File: src/rtl/mul_unit_if.sv
// Operand/result bundle for the pipelined 32x32 multiplier.
// The issuing stage holds the master side and the multiplier holds the slave side.
interface mul_unit_if;
    logic        in_valid;
    logic [31:0] in1;
    logic [31:0] in2;
    logic        sgn1;
    logic        sgn2;
    logic        out_valid;
    logic [31:0] out_hi;
    logic [31:0] out_lo;

    modport master (output in_valid, in1, in2, sgn1, sgn2,
                    input  out_valid, out_hi, out_lo);
    modport slave  (input  in_valid, in1, in2, sgn1, sgn2,
                    output out_valid, out_hi, out_lo);
endinterface

File: src/rtl/mul_unit.sv
// Fixed 9-cycle, fully pipelined 32x32->64 multiplier. Sign and magnitude are split
// at the input, the magnitudes are multiplied four multiplier bits per stage, and the
// sign is applied at the output.
module mul_pp (
    input  logic [31:0] mag,
    input  logic [3:0]  nib,
    output logic [35:0] pp
);
    always_comb begin
        pp = '0;
        for (int b = 0; b < 4; b++)
            if (nib[b]) pp = pp + ({4'b0, mag} << b);
    end
endmodule

module mul_unit (
    input  logic      clk,
    input  logic      rst,
    mul_unit_if.slave bus
);
    localparam int STAGES = 8;
    localparam int REM_W  = 4 * 36;

    // Unconsumed multiplier nibbles, packed as a triangle. After stage s there are
    // 8-s nibbles left, so every stored bit is used later in the pipe.
    function automatic int rem_off(input int s);
        return 4 * (8 * s - (s * (s - 1)) / 2);
    endfunction

    logic                     neg1, neg2;
    logic [31:0]              mag1, mag2;
    logic [STAGES-1:0][31:0]  mag1_p;
    logic [REM_W-1:0]         rem;
    logic [STAGES:1][63:0]    acc_p;
    logic [STAGES:0]          np_p;
    logic [STAGES:0]          vld_pipe;
    logic [63:0]              product;

    always_comb begin
        neg1 = bus.sgn1 & bus.in1[31];
        neg2 = bus.sgn2 & bus.in2[31];
        mag1 = neg1 ? -bus.in1 : bus.in1;
        mag2 = neg2 ? -bus.in2 : bus.in2;
    end

    always_ff @(posedge clk or posedge rst) begin
        if (rst) begin
            mag1_p[0]   <= '0;
            rem[31:0]   <= '0;
            np_p[0]     <= 1'b0;
            vld_pipe[0] <= 1'b0;
        end else begin
            mag1_p[0]   <= mag1;
            rem[31:0]   <= mag2;
            np_p[0]     <= neg1 ^ neg2;
            vld_pipe[0] <= bus.in_valid;
        end
    end

    for (genvar k = 1; k <= STAGES; k++) begin : g_stage
        localparam int OFF_IN = rem_off(k - 1);
        logic [35:0] pp;
        logic [63:0] sum;

        mul_pp u_pp (.mag(mag1_p[k-1]), .nib(rem[OFF_IN +: 4]), .pp(pp));

        if (k == 1) begin : g_first
            assign sum = {28'd0, pp};
        end else begin : g_rest
            assign sum = acc_p[k-1] + ({28'd0, pp} << (4 * (k - 1)));
        end

        always_ff @(posedge clk or posedge rst) begin
            if (rst) begin
                acc_p[k]    <= '0;
                np_p[k]     <= 1'b0;
                vld_pipe[k] <= 1'b0;
            end else begin
                acc_p[k]    <= sum;
                np_p[k]     <= np_p[k-1];
                vld_pipe[k] <= vld_pipe[k-1];
            end
        end

        // The last stage has no successor, so mag1 and the leftover nibbles stop here.
        if (k < STAGES) begin : g_fwd
            localparam int OFF_OUT = rem_off(k);
            always_ff @(posedge clk or posedge rst) begin
                if (rst) begin
                    mag1_p[k]                             <= '0;
                    rem[OFF_OUT +: 4*(STAGES-k)]          <= '0;
                end else begin
                    mag1_p[k]                             <= mag1_p[k-1];
                    rem[OFF_OUT +: 4*(STAGES-k)]          <= rem[OFF_IN+4 +: 4*(STAGES-k)];
                end
            end
        end
    end

    // A zero magnitude negates to zero, so no -0 special case is needed.
    assign product       = np_p[STAGES] ? -acc_p[STAGES] : acc_p[STAGES];
    assign bus.out_hi    = product[63:32];
    assign bus.out_lo    = product[31:0];
    assign bus.out_valid = vld_pipe[STAGES];
endmodule

File: src/flat_wrapper.sv
// flat-port wrapper written by rule: the top's interface ports become plain ports
module mul_unit_flat 
  (clk, rst, bus_in_valid, bus_in1, bus_in2, bus_sgn1, bus_sgn2, bus_out_valid, bus_out_hi, bus_out_lo);
  mul_unit_if bus_i ();
  input  logic clk;
  input  logic rst;
  input wire logic [$bits(bus_i.in_valid)-1:0] bus_in_valid;
  input wire logic [$bits(bus_i.in1)-1:0] bus_in1;
  input wire logic [$bits(bus_i.in2)-1:0] bus_in2;
  input wire logic [$bits(bus_i.sgn1)-1:0] bus_sgn1;
  input wire logic [$bits(bus_i.sgn2)-1:0] bus_sgn2;
  output wire logic [$bits(bus_i.out_valid)-1:0] bus_out_valid;
  output wire logic [$bits(bus_i.out_hi)-1:0] bus_out_hi;
  output wire logic [$bits(bus_i.out_lo)-1:0] bus_out_lo;
  assign bus_i.in_valid = bus_in_valid;
  assign bus_i.in1 = bus_in1;
  assign bus_i.in2 = bus_in2;
  assign bus_i.sgn1 = bus_sgn1;
  assign bus_i.sgn2 = bus_sgn2;
  assign bus_out_valid = bus_i.out_valid;
  assign bus_out_hi = bus_i.out_hi;
  assign bus_out_lo = bus_i.out_lo;
  mul_unit u_core (.clk(clk), .rst(rst), .bus(bus_i));
endmodule
File: config.mk
export PLATFORM = sky130hd
export DESIGN_NAME = mul_unit_flat
export DESIGN_NICKNAME = d
export VERILOG_FILES = /design/src/rtl/mul_unit_if.sv /design/src/rtl/mul_unit.sv /design/src/flat_wrapper.sv
export SDC_FILE = /design/constraint.sdc
export NUM_CORES = 2
export LEC_CHECK = 0
export CORE_ASPECT_RATIO = 1.75
export CORE_MARGIN = 2
export CORE_UTILIZATION = 25
export CTS_CLUSTER_DIAMETER = 100
export DETAILED_ROUTE_END_ITERATION = 8
export PLACE_DENSITY = 0.36
export SLEW_MARGIN = 20
export SYNTH_ARGS = -nofsm -noshare
export SYNTH_HDL_FRONTEND = slang
export SYNTH_SLANG_ARGS = --single-unit
File: constraint.sdc
create_clock -name clk -period 39.7 [get_ports clk]
set_clock_uncertainty 0.05 [all_clocks]
set_input_delay 7.94 -clock clk [delete_from_list [all_inputs] [get_ports clk]]
set_output_delay 7.94 -clock clk [all_outputs]
set_load 0.05 [all_outputs]
==> metrics.txt <==
# TYPE chip_impl_metric gauge
chip_impl_info{name="outcome",value="completed"} 1
chip_impl_metric{name="crit_arrival",unit="ns"} 6.49
chip_impl_metric{name="design_power_total",unit="mW"} 8.33
chip_impl_metric{name="drive_gt1_frac",unit=""} 0.0726
chip_impl_info{name="worst_hold_path.endpoint",value="u_core.rem[87]"} 1
chip_impl_metric{name="ctsLongestPathBuffers",unit=""} 3
chip_impl_metric{name="power.share.combinational",unit=""} 0.718
chip_impl_metric{name="finalSetupTns",unit="ns"} 0
chip_impl_info{name="timing.hold.worst.class",value="reg -> reg"} 1
chip_impl_metric{name="max_cap_viol_count",unit=""} 0
chip_impl_metric{name="post_synth_instance_area",unit="sq um"} 80800
chip_impl_metric{name="num_vias",unit=""} 70667
chip_impl_metric{name="yosysTopAreaCellShare",unit=""} 0.255
chip_impl_metric{name="worst_slew_pin_slew",unit="ns"} 1.15
chip_impl_metric{name="achievable_freq",unit="GHz"} 0.0690
chip_impl_info{name="timing.rr.end",value="u_core.acc_p[511]"} 1
chip_impl_metric{name="dieWidth",unit="um"} 434
chip_impl_metric{name="syn_inst",unit=""} 9447
chip_impl_metric{name="holdPathStages",unit=""} 0
chip_impl_metric{name="final_net_count",unit=""} 10631
chip_impl_metric{name="clock_sinks",unit=""} 824
chip_impl_metric{name="cts-hold-fix-buffers",unit=""} 0
chip_impl_metric{name="synth.ff_latch_count",unit=""} 824
chip_impl_metric{name="drc_errors",unit=""} 0
chip_impl_metric{name="power_frac_clock",unit=""} 0.117
chip_impl_metric{name="viasPerCell",unit=""} 5.07
chip_impl_metric{name="placed_cells",unit=""} 13752
chip_impl_info{name="timing.critical_path.to_type",value="primary output"} 1
chip_impl_metric{name="drt_first_iter_violations",unit=""} 2455
chip_impl_metric{name="grt.overflow.total",unit=""} 0
chip_impl_metric{name="first_global_vias",unit=""} 76730
chip_impl_metric{name="post_synthesis_async_set_or_reset_flop_share",unit=""} 1.00
chip_impl_info{name="tritoncts",value="done"} 1
chip_impl_metric{name="cts-buffers-inserted",unit=""} 100
chip_impl_metric{name="coreArea",unit="sq um"} 322000
chip_impl_metric{name="drt_wl_total",unit="mm"} 303
chip_impl_metric{name="r2r.worst_path.cells",unit=""} 39
chip_impl_metric{name="fp.dieH",unit="um"} 756
chip_impl_metric{name="setup_viol",unit=""} 0
chip_impl_metric{name="grt_first_pass_wirelength",unit="mm"} 450
chip_impl_metric{name="required",unit="ns"} 31.71
chip_impl_metric{name="timing.max_slew.rel_slack",unit=""} 0.227
chip_impl_metric{name="post_dp_hpwl",unit="mm"} 257
chip_impl_metric{name="place_ws",unit="ns"} 25.94
chip_impl_metric{name="fillCellCount",unit=""} 34444
chip_impl_metric{name="power-per-cell-area",unit="nW/um^2"} 91.6
chip_impl_info{name="timing.setup.critical_path_class",value="reg -> out"} 1
chip_impl_info{name="worst_r2r_startpoint",value="u_core.rem[140]"} 1
chip_impl_metric{name="first_pass_iters",unit=""} 7
chip_impl_metric{name="initial_antenna_violation_count",unit=""} 7
chip_impl_metric{name="globalRouteTotalUtil",unit=""} 0.181
chip_impl_metric{name="reg2reg_slack",unit="ns"} 28.14
chip_impl_metric{name="largest_net_degree_at_the_start_of_global_routing",unit=""} 93
chip_impl_metric{name="final.setup.worst_slack",unit="ns"} 25.22
chip_impl_metric{name="post_cts_resize_count",unit=""} 0
chip_impl_metric{name="area_added_between_synthesis_and_finish",unit="%"} 12.5
chip_impl_metric{name="clkSlewWorstSetupHoldPaths",unit="ns"} 0.06
chip_impl_metric{name="routed_wl_per_cell",unit="um"} 21.7
chip_impl_metric{name="synth-seq-area-share",unit=""} 0.255
chip_impl_metric{name="final_instance_count_excl_fillers",unit=""} 13944
chip_impl_metric{name="report.final.hold_viol_count",unit=""} 0
chip_impl_metric{name="clock_tree.htree_level_count",unit=""} 3
chip_impl_metric{name="power.sequential.fraction",unit=""} 0.165
chip_impl_info{name="post-synth-top-area-cell",value="dfrtp_1"} 1
chip_impl_metric{name="dieArea",unit="sq um"} 328000
chip_impl_metric{name="antenna_left",unit=""} 0
chip_impl_metric{name="leakage",unit="nW"} 41.1
chip_impl_metric{name="placementRows",unit=""} 276
chip_impl_metric{name="p_switching",unit="mW"} 4.20
chip_impl_metric{name="io-pin-count",unit=""} 134
chip_impl_metric{name="report.final.slew_viol_count",unit=""} 0
chip_impl_metric{name="synthDistinctLibCells",unit=""} 90
chip_impl_info{name="worstSetupStartpointType",value="register"} 1
chip_impl_info{name="cts.root.buffer_cell",value="clkbuf_16"} 1
chip_impl_metric{name="final_period_demand_of_the_worst_path",unit="ns"} 14.48
chip_impl_metric{name="ys.warnings.count",unit=""} 0
chip_impl_metric{name="period_share",unit=""} 0.365
chip_impl_metric{name="power.internal",unit="mW"} 4.12
chip_impl_metric{name="cts_setup_buffers",unit=""} 0
chip_impl_metric{name="critPathMaxFanout",unit=""} 6
chip_impl_info{name="leading_register_cell_type_out_of_synthesis",value="dfrtp_1"} 1
chip_impl_info{name="synthTopCellsByArea",value="dfrtp_1 (26%), ha_1 (15%), xnor2_1 (6.7%)"} 1
chip_impl_metric{name="floorplan.initialDensity",unit=""} 0.251
chip_impl_metric{name="worst_skew_pair.late_latency",unit="ns"} 0.79
chip_impl_info{name="layout.cells.most_common",value="ha_1"} 1
chip_impl_metric{name="synth_edf_count",unit=""} 0
chip_impl_metric{name="synthesis.nets",unit=""} 10533
chip_impl_metric{name="port-buffer-count",unit=""} 133
chip_impl_info{name="layout.cells.most_common_list",value="ha_1 (986), a21oi_1 (958), dfrtp_1 (814)"} 1
chip_impl_metric{name="synth.avg_cell_area",unit="sq um"} 8.55
chip_impl_metric{name="last_weighted_congestion_value_of_the_routability_driven_placer",unit=""} 0.889
chip_impl_info{name="rsz0062_at_grt",value="no"} 1
chip_impl_metric{name="netSwitchingFraction",unit=""} 0.505
chip_impl_info{name="min_from",value="u_core.rem[67]"} 1
chip_impl_metric{name="vdd.ir_drop.worst",unit="mV"} 0.0384
## layout make-up
cell class                      instances  area [sq um]  share of cell area
Multi-Input combinational cell       7996         57800               0.636
Timing Repair Buffer                  238          2120              0.0233
Clock buffer                          143          2890              0.0318
Clock inverter                         44           586             0.00644
Antenna cell                            5          12.5            0.000138
Inverter                              385          1450              0.0160
Sequential cell                       824         20600               0.227
Tap cell                             4309          5390              0.0593
## synthesized netlist by cell type, types with 31 or more instances
master	number
ha_1	986
a21oi_1	958
dfrtp_1	824
nor2_1	676
nand2_1	668
xnor2_1	620
o21ai_0	616
a21o_1	468
inv_1	382
xor2_1	334
mux2_2	326
and2_1	213
clkbuf_1	212
nand3_1	180
o21a_1	175
nor3_1	130
nand2b_1	125
a211oi_1	123
o21bai_1	122
nor2b_1	115
and3_1	105
a31oi_1	94
o31ai_1	92
nand4_1	70
o211ai_1	58
mux2i_1	56
or3_1	44
o31a_1	36
a21boi_0	34
nor4_1	33
or2_2	33
fa_1	31
o41ai_1	31
## worst max path at each step
stage / depth (start not counted) / start / slack [ns] / to
floorplan: 1 / rst / 8.56 / u_core.acc_p[0]
CTS: 13 / u_core.acc_p[460] / 25.04 / bus_out_hi[28]
finish: 13 / u_core.acc_p[460] / 25.22 / bus_out_hi[29]
detailed placement: 13 / u_core.acc_p[460] / 25.94 / bus_out_hi[28]
global route: 13 / u_core.acc_p[460] / 24.86 / bus_out_hi[29]
global placement: 12 / u_core.acc_p[477] / 25.87 / bus_out_hi[29]
## per-stage QoR
stage	cell area, sq um	util	hold slack [ns]
6_report	90900	0.282	0.257
5_1_grt	90900	0.282	0.261
4_1_cts	90900	0.282	0.241
3_5_place_dp	87400	0.271	0.285
3_3_place_gp	87400	0.271	0.283
2_1_floorplan	80800	-	0.281
## power by group through the flow
| stage | Combinational, mW | Sequential, mW | Clock [mW] |
|---|---|---|---|
| after floorplan | 4.31 | 1.25 | 0 |
| after global placement | 5.97 | 1.40 | 0 |
| after detailed placement | 6.02 | 1.40 | 0 |
| after CTS | 6.06 | 1.39 | 1.02 |
| after global routing | 6.56 | 1.40 | 1.05 |
| final | 5.98 | 1.37 | 0.973 |
## sequential cells by signal (all words and copies together), names as in the netlist
name,count
u_core.acc_p,406
u_core.bus.out_valid,1
u_core.mag1_p,256
u_core.np_p,9
u_core.rem,144
u_core.vld_pipe,8
## worst max-delay path, cell delays in order (launching register included)
cell	delay [ns]
dfrtp_1	0.41
or4_4	0.57
nor4_4	0.20
nand2b_2	0.13
nor4b_4	0.31
nand2_1	0.26
nor4_2	0.64
nand2_1	0.13
or4_1	0.65
or3_1	0.55
or4_1	0.52
o41ai_1	0.33
xnor2_1	0.17
clkdlybuf4s50_1	0.82
## cell families (layout without fill, tap and decap cells)
logic type | after synthesis | count (layout) | synth area share
xor gates and xnor gates | 954 | 954 | 0.103
DFF | 824 | 824 | 0.255
muxes | 382 | 382 | 0.0524
AOI/OAI and AO/OA | 3135 | 3135 | 0.248
adders and majority gates | 1021 | 1021 | 0.161
buffers and inverters | 627 | 810 | 0.0292
other | 0 | 5 | 0
and+or+nand+nor | 2504 | 2504 | 0.151
## per-layer routing
| layer | vias to the layer above | GRT usage | share of wire |
|---|---|---|---|
| li1 | 34678 | - | - |
| met1 | 34472 | 0.132 | 0.28 |
| met2 | 922 | 0.415 | 0.63 |
| met3 | 591 | 0.0136 | 0.016 |
| met4 | 4 | 0.110 | 0.069 |
| met5 | - | 0 | 0.000069 |
Note: power is estimated with default switching activity, not from simulation.
